File: config.mk
export PLATFORM = sky130hd
export DESIGN_NAME = instr_realigner
export DESIGN_NICKNAME = d
export VERILOG_FILES = /design/src/rtl/ariane_pkg.sv /design/src/rtl/instr_realigner.sv
export SDC_FILE = /design/constraint.sdc
export NUM_CORES = 1
export LEC_CHECK = 0
export ABC_CLOCK_PERIOD_IN_PS = 1300
export CAP_MARGIN = 40
export CELL_PAD_IN_SITES_DETAIL_PLACEMENT = 1
export CELL_PAD_IN_SITES_GLOBAL_PLACEMENT = 2
export CORE_ASPECT_RATIO = 0.75
export CORE_MARGIN = 2
export CORE_UTILIZATION = 25
export CTS_CLUSTER_DIAMETER = 50
export DETAILED_ROUTE_END_ITERATION = 10
export PLACE_DENSITY = 0.78
export SYNTH_ARGS = -nofsm -noshare
export SYNTH_HDL_FRONTEND = slang
export SYNTH_SLANG_ARGS = --single-unit
File: constraint.sdc
create_clock -name clk_i -period 1.3 [get_ports clk_i]
set_input_delay 0.13 -clock clk_i [delete_from_list [all_inputs] [get_ports clk_i]]
set_output_delay 0.13 -clock clk_i [all_outputs]
set_load 0.02 [all_outputs]
File: src/rtl/ariane_pkg.sv
// Shared fetch-path types: the fetch entry handed to the fetch FIFO and the
// RVC length decode used by both the realigner and the FIFO model.
package ariane_pkg;

  localparam int unsigned FETCH_ADDR_W = 64;

  typedef struct packed {
    logic [FETCH_ADDR_W-1:0] addr;
    logic [31:0]             instr;
    logic                    is_compressed;
  } fetch_entry_t;

  // Any halfword whose two low bits are not 2'b11 starts a 16-bit instruction.
  function automatic logic is_compressed(input logic [15:0] halfword);
    return (halfword[1:0] != 2'b11);
  endfunction

endpackage

File: src/rtl/instr_realigner.sv
// Splits 32-bit fetch words into aligned 16/32-bit instructions, carrying the
// low half of a 32-bit instruction that straddles two fetch words.
module instr_realigner
  import ariane_pkg::*;
#(
  parameter int unsigned ADDR_WIDTH = 64
) (
  input  logic                  clk_i,
  input  logic                  rst_i,
  input  logic                  flush_i,
  input  logic                  in_valid_i,
  output logic                  in_ready_o,
  input  logic [ADDR_WIDTH-1:0] in_addr_i,
  input  logic [31:0]           in_rdata_i,
  output logic                  out_valid_o,
  input  logic                  out_ready_i,
  output logic [31:0]           out_instr_o,
  output logic [ADDR_WIDTH-1:0] out_addr_o,
  output logic                  out_is_compressed_o
);

  logic [31:0]           word_q, word_d;
  logic [ADDR_WIDTH-1:0] addr_q, addr_d;
  logic                  valid_q, valid_d;
  logic                  idx_q, idx_d;
  logic [15:0]           hw_q, hw_d;
  logic [ADDR_WIDTH-1:0] hw_addr_q, hw_addr_d;
  logic                  pending_q, pending_d;

  logic                  consume;
  logic                  in_ready;
  logic                  out_valid;
  logic [31:0]           out_instr;
  logic [ADDR_WIDTH-1:0] out_addr;
  logic                  out_comp;

  logic [15:0]           lo_half;
  logic [15:0]           hi_half;
  logic [ADDR_WIDTH-1:0] upper_addr;
  logic [ADDR_WIDTH-1:0] in_word_addr;
  logic                  unused_addr_bit;

  assign lo_half         = word_q[15:0];
  assign hi_half         = word_q[31:16];
  assign upper_addr      = addr_q + ADDR_WIDTH'(2);
  // The word register always holds the word-aligned address; idx selects the half.
  assign in_word_addr    = {in_addr_i[ADDR_WIDTH-1:2], 2'b00};
  assign unused_addr_bit = in_addr_i[0];

  always_comb begin
    word_d    = word_q;
    addr_d    = addr_q;
    valid_d   = valid_q;
    idx_d     = idx_q;
    hw_d      = hw_q;
    hw_addr_d = hw_addr_q;
    pending_d = pending_q;
    consume   = 1'b0;
    out_valid = 1'b0;
    out_instr = 32'h0;
    out_addr  = '0;
    out_comp  = 1'b0;

    if (valid_q) begin
      if (pending_q) begin
        out_valid = 1'b1;
        out_instr = {lo_half, hw_q};
        out_addr  = hw_addr_q;
        if (out_ready_i) begin
          pending_d = 1'b0;
          idx_d     = 1'b1;
        end
      end else if (!idx_q) begin
        out_valid = 1'b1;
        out_addr  = addr_q;
        if (is_compressed(lo_half)) begin
          out_instr = {16'h0, lo_half};
          out_comp  = 1'b1;
          if (out_ready_i) idx_d = 1'b1;
        end else begin
          out_instr = word_q;
          consume   = out_ready_i;
        end
      end else if (is_compressed(hi_half)) begin
        out_valid = 1'b1;
        out_instr = {16'h0, hi_half};
        out_addr  = upper_addr;
        out_comp  = 1'b1;
        consume   = out_ready_i;
      end else begin
        // Upper half opens a 32-bit instruction: park it and wait for the next word.
        hw_d      = hi_half;
        hw_addr_d = upper_addr;
        pending_d = 1'b1;
        consume   = 1'b1;
      end
    end

    if (consume) valid_d = 1'b0;
    in_ready = !valid_q || consume;

    if (in_valid_i && in_ready) begin
      word_d  = in_rdata_i;
      addr_d  = in_word_addr;
      valid_d = 1'b1;
      idx_d   = in_addr_i[1];
    end

    if (flush_i) begin
      valid_d   = 1'b0;
      pending_d = 1'b0;
      idx_d     = 1'b0;
      in_ready  = 1'b0;
      out_valid = 1'b0;
    end

    if (rst_i) begin
      in_ready  = 1'b0;
      out_valid = 1'b0;
      out_instr = 32'h0;
      out_addr  = '0;
      out_comp  = 1'b0;
    end
  end

  always_ff @(posedge clk_i) begin
    if (rst_i) begin
      word_q    <= 32'h0;
      addr_q    <= '0;
      valid_q   <= 1'b0;
      idx_q     <= 1'b0;
      hw_q      <= 16'h0;
      hw_addr_q <= '0;
      pending_q <= 1'b0;
    end else begin
      word_q    <= word_d;
      addr_q    <= addr_d;
      valid_q   <= valid_d;
      idx_q     <= idx_d;
      hw_q      <= hw_d;
      hw_addr_q <= hw_addr_d;
      pending_q <= pending_d;
    end
  end

  assign in_ready_o          = in_ready;
  assign out_valid_o         = out_valid;
  assign out_instr_o         = out_instr;
  assign out_addr_o          = out_addr;
  assign out_is_compressed_o = out_comp;

endmodule

* Word level (Yosys, flattened, before mapping)
Index checks and enable logic that the tools add are counted.
** Word-level totals
- Bits in registers :: 177
- Bits of input ports :: 101
- Output and inout bits :: 99
- Word-level logic and storage cells :: 63
** Cells by class
- $add $sub $neg :: 1
- Equal/unequal tests :: 3
- Multiplexer cells :: 42
- Bitwise logic cells :: 2
- Reductions and logical operators :: 8
** Operator list (number)
- $mux 64 :: 5
- $mux 32 :: 5
- $add 64x2->64 const B :: 1
- $mux 1 :: 31
- $mux 16 :: 1
- $ne 2x2->1 const B :: 2
- $reduce_and 4->1 :: 1
- $reduce_bool 2->1 :: 2
- $ne 3x2->1 const B :: 1
- $not 1->1 :: 2
- $reduce_and 2->1 :: 1
- $reduce_or 2->1 :: 1
- $logic_and 1x1->1 :: 1
- $logic_not 1->1 :: 1
- $logic_or 1x1->1 :: 1

* Logic depth before layout (Yosys ltp)
Gate-level depths: netlist of run 1.
- Depth in word-level cells :: 9
- Gate-level depth with buffers :: 8
- Depth with buffers taken out :: 4

* Worst setup path before layout of run 1
Ideal clock, no wire load.
- Path kind :: reg2out
- From :: register idx_q
- To :: output port out_instr_o[0]
- Data arrival time :: 1.546 ns
- Data required time :: 1.170 ns
- Path slack :: -0.376 ns
- Cell stages (with the launch flop) :: 6
- Path buffers :: 3
- Cell sequence :: dfxtp_1 -> buf_2 -> buf_2 -> buf_1 -> nand3b_1 -> a211oi_1
** Between the ends
- Word-level cells in the longest chain between the ends :: 4
** RTL lines
- start: declaration :: line instr_realigner.sv:25 : logic idx_q, idx_d;
- start signal: assignment :: line instr_realigner.sv:139 : idx_q <= idx_d;
- $mux 32 :: line instr_realigner.sv:73 : end else if (!idx_q) begin
- $mux 32 :: line instr_realigner.sv:65 : if (pending_q) begin
- $mux 32 :: line instr_realigner.sv:64 : if (valid_q) begin
- $mux 32 :: line instr_realigner.sv:117 : if (rst_i) begin
- end: declaration :: line instr_realigner.sv:17 : output logic [31:0] out_instr_o,
No other way between the ends.

* Worst setup path in the final report of run 1
- From :: register idx_q
- To :: output port out_instr_o[8]
Same word-level chain as after synthesis.

==> metrics, run 1 <==
outcome complete, but fails checks; violations in the final reports setup timing; synthesized netlist net count 1,128; total negative setup slack -152.15 ns; biggest cell delay along the critical path between 0.4 and 0.5 ns; met3 WL 1460 um; largest net degree at the start of global routing 123; die boundary height 164 um; clock sink total 176; share of the clock period used by the worst path after layout 156%; Power Dens Cells 853 nW/um2; met2 wire len roughly 19,000 um; Synth top cells by count sky130_fd_sc_hd__nand2b_1 (190), sky130_fd_sc_hd__dfxtp_1 (176), sky130_fd_sc_hd__nand2_1 (157); H-tree depth reported by CTS 4; total I/O pin count 200; Final Max Slew Viols 0; placement-stage cell area 12,000 um2; number of flops mapped to enable cells by yosys 0; routed vias/inst 4.73; cell depth of the worst min-delay path 3; largest cells by area after synthesis sky130_fd_sc_hd__dfxtp_1 (41%), sky130_fd_sc_hd__nand2b_1 (14%), sky130_fd_sc_hd__mux2i_1 (11%); maximum operating frequency 492 MHz; number of nets at the end of the flow 1,442; area overhead of the layout relative to synthesis 85.7%; final cell utilization of the core 47.1%; total wirelength of the detailed-routed design 39,900 um; count of maximum capacitance violations 0; number of buffers and inverters on the critical path 4; #FFs+latches synth 176; # port buffers 197; detailed-routing wirelength on met1 19,200 um; DRC errors left 0; Setup WS post-layout -0.734 ns; critical path fanouts, max 5; peak supply drop 0.549 mV; measured slew at the worst slew-check pin 0.547 ns; fillers about 3,600; detailed router's first-iteration violation count approximately 390; type of the worst setup path flop to primary output; all-layer global routing usage 18.6%; die outline width 217 um; Clk Latency, worst-skew pair 0.45 ns; CTS Buf Count 17; effective utilization at floorplan 25.4%; Core Rows 58; Clock Pin Slew Worst Setup and Hold Paths about 0.08 ns; destination of the worst hold path hw_q[2]; final worst path period need 2.03 ns; Routed Antenna Nets 0; total number of vias 8,529; static power due to leakage 6.38 nW; maximum root-to-sink buffer count 2; sequential group share of total power about 43%; P_sw 3.58 mW; Worst Path Arrival 1.90 ns; buffer cell driving the clock tree root sky130_fd_sc_hd__clkbuf_16; final count of hold timing violations 0; cell-by-cell trace of the critical path inv_4 -> a211oi_4 -> buf_6 -> buf_6 -> a221oi_2 -> nor2_2 -> buf_6; dominant cell type by area after synthesis sky130_fd_sc_hd__dfxtp_1; CORE AREA approximately 34,000 um2; count of inserted antenna diode cells 0; DR WL/cell 22.1 um; Internal Pwr Total roughly 9.9 mW; switching power as a share of total power 26.5%; summed area of non-filler cells in the final layout 15,800 um2; dominant synthesized flop cell sky130_fd_sc_hd__dfxtp_1; CP startpoint kind flop; cell family contributing the most delay on the critical path buffers and inverters; Max-Slew Margin vs Limit 63.5%; sequential-to-total area share from yosys stat 41.3%; setup repair after global routing missed its margin yes; worst min-delay path class input port to flop; Worst Min Path Start rst_i; drt first pass iters 4; via count of the first global-routing pass 8,682; post-route clock skew 0.0147 ns; Setup Viol. Count Final 274; combinational share of power 16.5%; worst reg-to-reg path cell count 9; share of synthesized flip-flops with an asynchronous set or reset 0%; Worst Path Required 1.17 ns; critical path's slowest cell sky130_fd_sc_hd__dfxtp_4; Syn Area/Cell 8.31 um2; count of unique library cells instantiated by Yosys 32; worst reg2reg setup slack -0.67 ns; Ys Warns 0; leftover overflow at the end of global routing 0; clock tree from TritonCTS done; share of final-layout standard cells stronger than drive strength 1 51.0%; mapped cell area 8530 um2; half-perimeter wire length after detailed placement 20,200 um; first-pass GRT wire length 50,800 um; total power 13.5 mW; library cell appearing most often on the critical path sky130_fd_sc_hd__buf_6; most repeated cell in the gate-level netlist after synthesis sky130_fd_sc_hd__nand2b_1; total die area 35,600 um2; initial antenna violation count 1; number of instances in the synthesized netlist ~1,000; clock share of power 40.2%; global placer's final weighted congestion just under 0.8; startpoint of the worst-slack reg-to-reg timing path idx_q; CP Capture Type primary output; top layer reached by signal wires met5; area share of the largest cell type after synthesis 41.3%; destination of the worst register-to-register timing path addr_q[5]
-- final cells by class --
type                    instances  area (um2)  share of cell area, %
repair buffers                389        4810                   30.3
inverters                       3        13.8                 0.0869
clock inverters                 8         101                  0.640
clock buffers                  24         502                   3.17
multi-input cells             754        6310                   39.9
well taps                     450         563                   3.55
flip-flops and latches        176        3540                   22.4
-- per-layer routing --
| layer | up-vias | global-route usage [%] |
|---|---|---|
| met5 | - | 0 |
| met1 | 4218 | 25.5 |
| met2 | 181 | 30.1 |
| met3 | 44 | 3.35 |
| li1 | 4084 | - |
| met4 | 2 | 5.23 |
-- power by group through the flow --
stage	Clock (mW)	Combinational [mW]	Sequential (mW)
2_1_floorplan	0	0.970	5.85
3_3_place_gp	0	1.79	5.88
3_5_place_dp	0	1.81	5.89
4_1_cts	5.55	2.01	5.79
5_1_grt	5.77	2.37	5.88
6_report	5.42	2.23	5.85
-- registers in the layout, summed over array words and instances, names as in the netlist --
register	cells
valid_q	1
addr_q	62
pending_q	1
hw_addr_q	63
word_q	32
hw_q	16
idx_q	1
-- worst reg2reg max path: stages, from the launching register on --
cell,delay (ns)
sky130_fd_sc_hd__dfxtp_4,0.42
sky130_fd_sc_hd__buf_12,0.14
sky130_fd_sc_hd__buf_12,0.10
sky130_fd_sc_hd__a311oi_4,0.09
sky130_fd_sc_hd__buf_4,0.16
sky130_fd_sc_hd__nor3b_4,0.29
sky130_fd_sc_hd__buf_6,0.25
sky130_fd_sc_hd__buf_12,0.14
sky130_fd_sc_hd__buf_16,0.13
sky130_fd_sc_hd__mux2i_1,0.18
-- cell usage in the layout, fill, tap and decap left out, types with 3 or more instances in the layout --
master	count
sky130_fd_sc_hd__a21oi_2	69
sky130_fd_sc_hd__a221oi_4	5
sky130_fd_sc_hd__nand2_8	3
sky130_fd_sc_hd__mux2i_1	92
sky130_fd_sc_hd__a21oi_1	9
sky130_fd_sc_hd__a21oi_4	3
sky130_fd_sc_hd__a22oi_2	66
sky130_fd_sc_hd__nor2_1	4
sky130_fd_sc_hd__buf_8	10
sky130_fd_sc_hd__clkbuf_8	5
sky130_fd_sc_hd__dfxtp_4	4
sky130_fd_sc_hd__nor2_2	90
sky130_fd_sc_hd__mux2i_2	3
sky130_fd_sc_hd__clkdlybuf4s50_1	98
sky130_fd_sc_hd__nand2_4	64
sky130_fd_sc_hd__buf_12	39
sky130_fd_sc_hd__nand2_2	19
sky130_fd_sc_hd__a22oi_1	11
sky130_fd_sc_hd__nor3b_2	8
sky130_fd_sc_hd__nand2_1	73
sky130_fd_sc_hd__nor3b_1	5
sky130_fd_sc_hd__buf_4	99
sky130_fd_sc_hd__nand2b_1	188
sky130_fd_sc_hd__clkbuf_16	39
sky130_fd_sc_hd__nor2_4	7
sky130_fd_sc_hd__buf_6	107
sky130_fd_sc_hd__buf_16	12
sky130_fd_sc_hd__dfxtp_1	170
sky130_fd_sc_hd__a221oi_2	9
sky130_fd_sc_hd__nor3b_4	4
-- stage by stage --
stage                     setup WS [ns]  hold WS (ns)  cells
after floorplan                  -0.136         0.254   1027
after global placement           -0.673         0.442   1685
after detailed placement         -0.702         0.450   1685
after CTS                        -0.693         0.145   1754
after global routing             -0.789         0.171   1804
final                            -0.734         0.177   1804
-- how the worst max path moves through the flow --
stage                          start              to  slack, ns  depth (start not counted)
after floorplan                idx_q      addr_q[12]      -0.14                          8
after global placement    word_q[17]  out_instr_o[5]      -0.67                          6
after detailed placement  word_q[17]  out_instr_o[5]      -0.70                          6
after CTS                  pending_q  out_instr_o[5]      -0.69                          7
after global routing           idx_q  out_instr_o[8]      -0.79                          7
final                          idx_q  out_instr_o[8]      -0.73                          7
-- cells by family (layout without fill, tap and decap cells) --
kind of cell / after synthesis / in the layout / share of synthesized area [%]
AO/OA/AOI/OAI: 182 / 182 / 13.9
buffers and inverters: 99 / 424 / 6.01
flip-flops: 176 / 176 / 41.3
multiplexers: 95 / 95 / 11.1
other: 1 / 1 / 0.0440
AND/OR/NAND/NOR: 474 / 476 / 27.5
-- what timing repair did --
action | CTS | global route
cloned | 15 | 39
pin swaps | 40 | 158
setup buffers | 23 | 17
resized for setup | 692 | 294
setup endpoints to repair | 274 | 274
hold buffers | 0 | 0
No activity file was read; power rests on OpenSTA's default activity.
==> run 2, diff against run 1 <==
Settings changed: SKIP_LAST_GASP set to 1, TNS_END_PERCENT set to 50.
==> metrics, run 2 (synthesis gave the netlist of run 1 again) <==
sequential group share of total power 43.9%; CTS Buf Count 17; DR WL/cell roughly 20 um; worst min-delay path class input port to flop; Worst Path Required 1.17 ns; total number of vias ~8,300; total die area 35,600 um2; CP startpoint kind flop; CTS Hold Buffers Added 0; P_sw roughly 3.4 mW; detailed router's first-iteration violation count 364; fillers 3,796; count of inserted antenna diode cells 0; maximum root-to-sink buffer count 2; first-pass GRT wire length around 49,000 um; total power between 10 and 15 mW; leftover overflow at the end of global routing 0; setup repair after global routing missed its margin yes; most common cell after layout, fill and taps aside sky130_fd_sc_hd__nand2b_1; area overhead of the layout relative to synthesis 67.0%; worst slack at placement -0.662 ns; die outline width 217 um; Power Dens Cells 927 nW/um2; Clock Pin Slew Worst Setup and Hold Paths 0.07 ns; Setup WS post-layout -0.715 ns; share of the clock period used by the worst path after layout 155%; Final Max Slew Viols 0; post-route clock skew 0.0116 ns; die boundary height 164 um; peak supply drop between 0.5 and 0.6 mV; final worst path period need 2.01 ns; total wirelength of the detailed-routed design between 30,000 and 40,000 um; most frequent cells in the layout sky130_fd_sc_hd__nand2b_1 (189), sky130_fd_sc_hd__dfxtp_1 (169), sky130_fd_sc_hd__nand2_1 (146), sky130_fd_sc_hd__buf_4 (143), sky130_fd_sc_hd__clkdlybuf4s50_1 (98); Worst Path Arrival 1.88 ns; number of nets at the end of the flow between 1,000 and 1,500; violations in the final reports setup timing; share of final-layout standard cells stronger than drive strength 1 39.1%; via count of the first global-routing pass 8,544; drt first pass iters 4; clock share of power roughly two fifths; critical path fanouts, max 4; Clk Latency, worst-skew pair 0.45 ns; count of maximum capacitance violations 0; DRC errors left 0; CP Capture Type primary output; maximum operating frequency 496 MHz; Core Rows between 50 and 60; all-layer global routing usage 17.9%; final count of hold timing violations 0; static power due to leakage 5.28 nW; effective utilization at floorplan between 20% and 30%; routed vias/inst 4.65; largest registers hw_addr_q (63), addr_q (62), word_q (32); global placer's final weighted congestion 0.771; number of flip-flops under the largest register name 63; largest net degree at the start of global routing 106; H-tree depth reported by CTS 4; total I/O pin count 200; combinational share of power 15.2%; Setup Viol. Count Final about 270; outcome complete, but fails checks; half-perimeter wire length after detailed placement 20,500 um; type of the worst setup path flop to primary output; clock tree from TritonCTS done; switching power as a share of total power 25.7%; initial antenna violation count 0; Routed Antenna Nets 0; CORE AREA 33,600 um2; largest reg by FF count hw_addr_q; total negative setup slack -163.97 ns; buffer cell driving the clock tree root sky130_fd_sc_hd__clkbuf_16; final cell utilization of the core 42.4%; Internal Pwr Total between 9 and 10 mW; # port buffers 197; clock sink total 176
-- run 2: changes by cell type in the layout (fill, tap and decap cells not counted), moves of 31 or more --
cell / previous run / this run
sky130_fd_sc_hd__nand2_1: 73 / 146
sky130_fd_sc_hd__a21oi_1: 9 / 68
sky130_fd_sc_hd__nand2_4: 64 / 7
sky130_fd_sc_hd__a21oi_2: 69 / 13
sky130_fd_sc_hd__buf_4: 99 / 143
sky130_fd_sc_hd__buf_6: 107 / 76
-- run 2: per-layer routing --
layer / global-route usage [%] / share of wire [%] / vias to the layer above
met2: 28.6 / 46 / 165
met1: 24.4 / 48 / 4084
met3: 4.09 / 4.7 / 24
li1: - / - / 4036
met5: 0 / 0 / -
met4: 4.27 / 1.1 / 0
-- run 2: power groups by stage --
stage,Sequential [mW],Clock (mW),Combinational [mW]
finish,5.79,5.41,2.01
global placement,5.87,0,1.81
CTS,5.77,5.54,1.91
floorplan,5.85,0,0.960
global route,5.81,5.75,2.15
detailed placement,5.88,0,1.83
-- run 2: area by class of cell --
type                    instances  area [um2]  share of cell area (%)
flip-flops and latches        176        3540                    24.9
multi-input cells             752        5400                    37.9
repair buffers                373        4110                    28.9
clock buffers                  26         541                    3.79
clock inverters                 6        68.8                   0.483
well taps                     450         563                    3.95
inverters                       3        18.8                   0.132
-- run 2: worst paths after layout --
path,cells past startpoint,slack (ns),endpoint,from
worst min register to register,2,0.46,hw_addr_q[10],hw_addr_q[10]
worst min-delay path,3,0.25,addr_q[19],in_addr_i[19]
worst max-delay path,8,-0.71,out_instr_o[10],idx_q
worst max register to register,10,-0.66,hw_q[2],idx_q
-- run 2: critical path, stage by stage (launching register included) --
cell,delay (ns)
sky130_fd_sc_hd__dfxtp_4,0.39
sky130_fd_sc_hd__buf_12,0.13
sky130_fd_sc_hd__inv_8,0.03
sky130_fd_sc_hd__a211oi_4,0.30
sky130_fd_sc_hd__buf_6,0.16
sky130_fd_sc_hd__buf_6,0.10
sky130_fd_sc_hd__a221oi_2,0.05
sky130_fd_sc_hd__nor2_2,0.13
sky130_fd_sc_hd__buf_12,0.13
-- run 2: stage by stage --
step	instance area [um2]	cells	hold slack (ns)
5_1_grt	14200	1786	0.243
2_1_floorplan	8930	1027	0.254
6_report	14200	1786	0.250
4_1_cts	13300	1752	0.226
3_3_place_gp	12100	1702	0.441
3_5_place_dp	12100	1702	0.447
-- run 2: repair_timing --
action | in CTS | in global routing
setup endpoints to repair | 274 | 274
pin swaps | 46 | 50
resized for setup | 536 | 165
setup buffers | 12 | 19
cloned | 7 | 16
==> run 3, diff against run 2 <==
Settings changed: CORE_MARGIN 2 to not set.
==> metrics, run 3 (synthesis gave the netlist of run 1 again) <==
outcome complete, but fails checks; violations in the final reports setup timing; Core Rows 58; maximum operating frequency 499 MHz; die outline width 215 um; half-perimeter wire length after detailed placement approximately 20,000 um; biggest cell delay along the critical path 0.40 ns; worst slack at placement -0.689 ns; Routed Antenna Nets 0; CTS Buf Count 17; most common cell after layout, fill and taps aside sky130_fd_sc_hd__nand2b_1; Clk Latency, worst-skew pair 0.45 ns; placement-stage cell area 12,100 um2; Worst Path Arrival 1.87 ns; worst reg-to-reg path cell count 8; Clock Pin Slew Worst Setup and Hold Paths around 0.070 ns; DRC errors left 0; CORE AREA 33,500 um2; Setup WS post-layout -0.703 ns; initial antenna violation count 1; CP Capture Type primary output; routed vias/inst 4.66; total die area between 30,000 and 40,000 um2; peak supply drop 0.729 mV; count of inserted antenna diode cells 0; critical path's slowest cell sky130_fd_sc_hd__dfxtp_4; startpoint of the worst-slack reg-to-reg timing path pending_q; total I/O pin count 200; largest reg by FF count hw_addr_q; cell-by-cell trace of the critical path a31oi_4 -> buf_12 -> buf_12 -> buf_6 -> a22oi_2 -> nor2_2 -> buf_6; clock tree from TritonCTS done; all-layer global routing usage between 15 and 20%; total number of vias 8,433; DR WL/cell 20.0 um; total wirelength of the detailed-routed design 36,100 um; final worst path period need 2.00 ns; final cell utilization of the core 44.7%; first element of the critical path pending_q; summed area of non-filler cells in the final layout 15,000 um2; effective utilization at floorplan roughly a quarter; Final Max Slew Viols 0; share of the clock period used by the worst path after layout 154%; critical path fanouts, max 8; number of flip-flops under the largest register name 63; count of maximum capacitance violations 0; share of final-layout standard cells stronger than drive strength 1 43.6%; total power 13.2 mW; H-tree depth reported by CTS 4; global placer's final weighted congestion ~0.76; worst reg2reg setup slack -0.54 ns; post-route clock skew 0.0128 ns; Worst Path Required 1.17 ns; leftover overflow at the end of global routing 0; drt first pass iters 4; fillers 3,706; type of the worst setup path flop to primary output; destination of the worst register-to-register timing path hw_addr_q[57]; maximum root-to-sink buffer count 2; most frequent cells in the layout sky130_fd_sc_hd__nand2b_1 (188), sky130_fd_sc_hd__dfxtp_1 (169), sky130_fd_sc_hd__nand2_1 (124), sky130_fd_sc_hd__buf_4 (122), sky130_fd_sc_hd__clkdlybuf4s50_1 (98); largest net degree at the start of global routing 128; CTS Hold Buffers Added 0; Setup Viol. Count Final 273; detailed router's first-iteration violation count 330; area overhead of the layout relative to synthesis 75.9%; number of nets at the end of the flow 1,447; final count of hold timing violations 0; via count of the first global-routing pass approximately 8,700; buffer cell driving the clock tree root sky130_fd_sc_hd__clkbuf_16; clock sink total 176; largest registers hw_addr_q (63), addr_q (62), word_q (32); # port buffers 197; static power due to leakage 5.77 nW; setup repair after global routing missed its margin yes; first-pass GRT wire length 52,200 um; CP startpoint kind flop; worst min-delay path class input port to flop; Power Dens Cells 881 nW/um2; die boundary height 162 um; end of the critical path out_addr_o[18]
-- run 3: worst min-delay path by stage --
stage	startpoint	depth (start not counted)	endpoint
6_report	in_rdata_i[2]	3	word_q[2]
5_1_grt	in_addr_i[7]	3	addr_q[7]
4_1_cts	in_addr_i[36]	3	addr_q[36]
3_5_place_dp	hw_addr_q[49]	2	hw_addr_q[49]
3_3_place_gp	hw_q[9]	2	hw_q[9]
2_1_floorplan	in_valid_i	1	valid_q
-- run 3: power by group --
group / leakage (nW) / internal, mW / switching (mW)
Combinational: 4.05 / 1.20 / 0.905
Clock: 0.281 / 2.94 / 2.37
Sequential: 1.44 / 5.60 / 0.207
Total: 5.77 / 9.73 / 3.49
-- run 3: area by class of cell --
class / instances / area, um2 / area share, %
Multi-Input combinational cell: 753 / 5700 / 38.0
Timing Repair Buffer: 395 / 4610 / 30.7
Sequential cell: 176 / 3550 / 23.6
Tap cell: 450 / 563 / 3.75
Clock buffer: 23 / 468 / 3.12
Clock inverter: 9 / 109 / 0.726
Inverter: 3 / 13.8 / 0.0917
-- run 3: critical path, delay by kind of cell, from the launching register on --
family | cells | cell delay (ns)
compound gates | 2 | 0.27
buf+inv | 4 | 0.58
flops | 1 | 0.40
simple gates | 1 | 0.16
-- run 3: per-stage QoR --
| step | TNS [ns] | hold slack (ns) | std cells |
|---|---|---|---|
| finish | -133.89 | 0.254 | 1809 |
| global route | -151.15 | 0.246 | 1809 |
| global placement | -120.26 | 0.441 | 1697 |
| CTS | -137.08 | 0.223 | 1774 |
| detailed placement | -128.89 | 0.449 | 1697 |
| floorplan | -19.87 | 0.254 | 1027 |
-- run 3: timing repair --
item,4_1_cts,5_1_grt
setup endpoints to repair,274,274
setup buffers,26,33
cloned,20,11
resized for setup,552,223
pin swaps,50,103
-- run 3: metal layers --
| metal | GRT usage, % | wire [um] | up-vias | part of all wire [%] |
|---|---|---|---|---|
| li1 | - | - | 4088 | - |
| met1 | 27.1 | 17600 | 4174 | 49 |
| met2 | 31.2 | 16800 | 149 | 47 |
| met3 | 4.12 | 1340 | 22 | 3.7 |
| met4 | 3.84 | 274 | 0 | 0.76 |
| met5 | 0 | 0 | - | 0 |
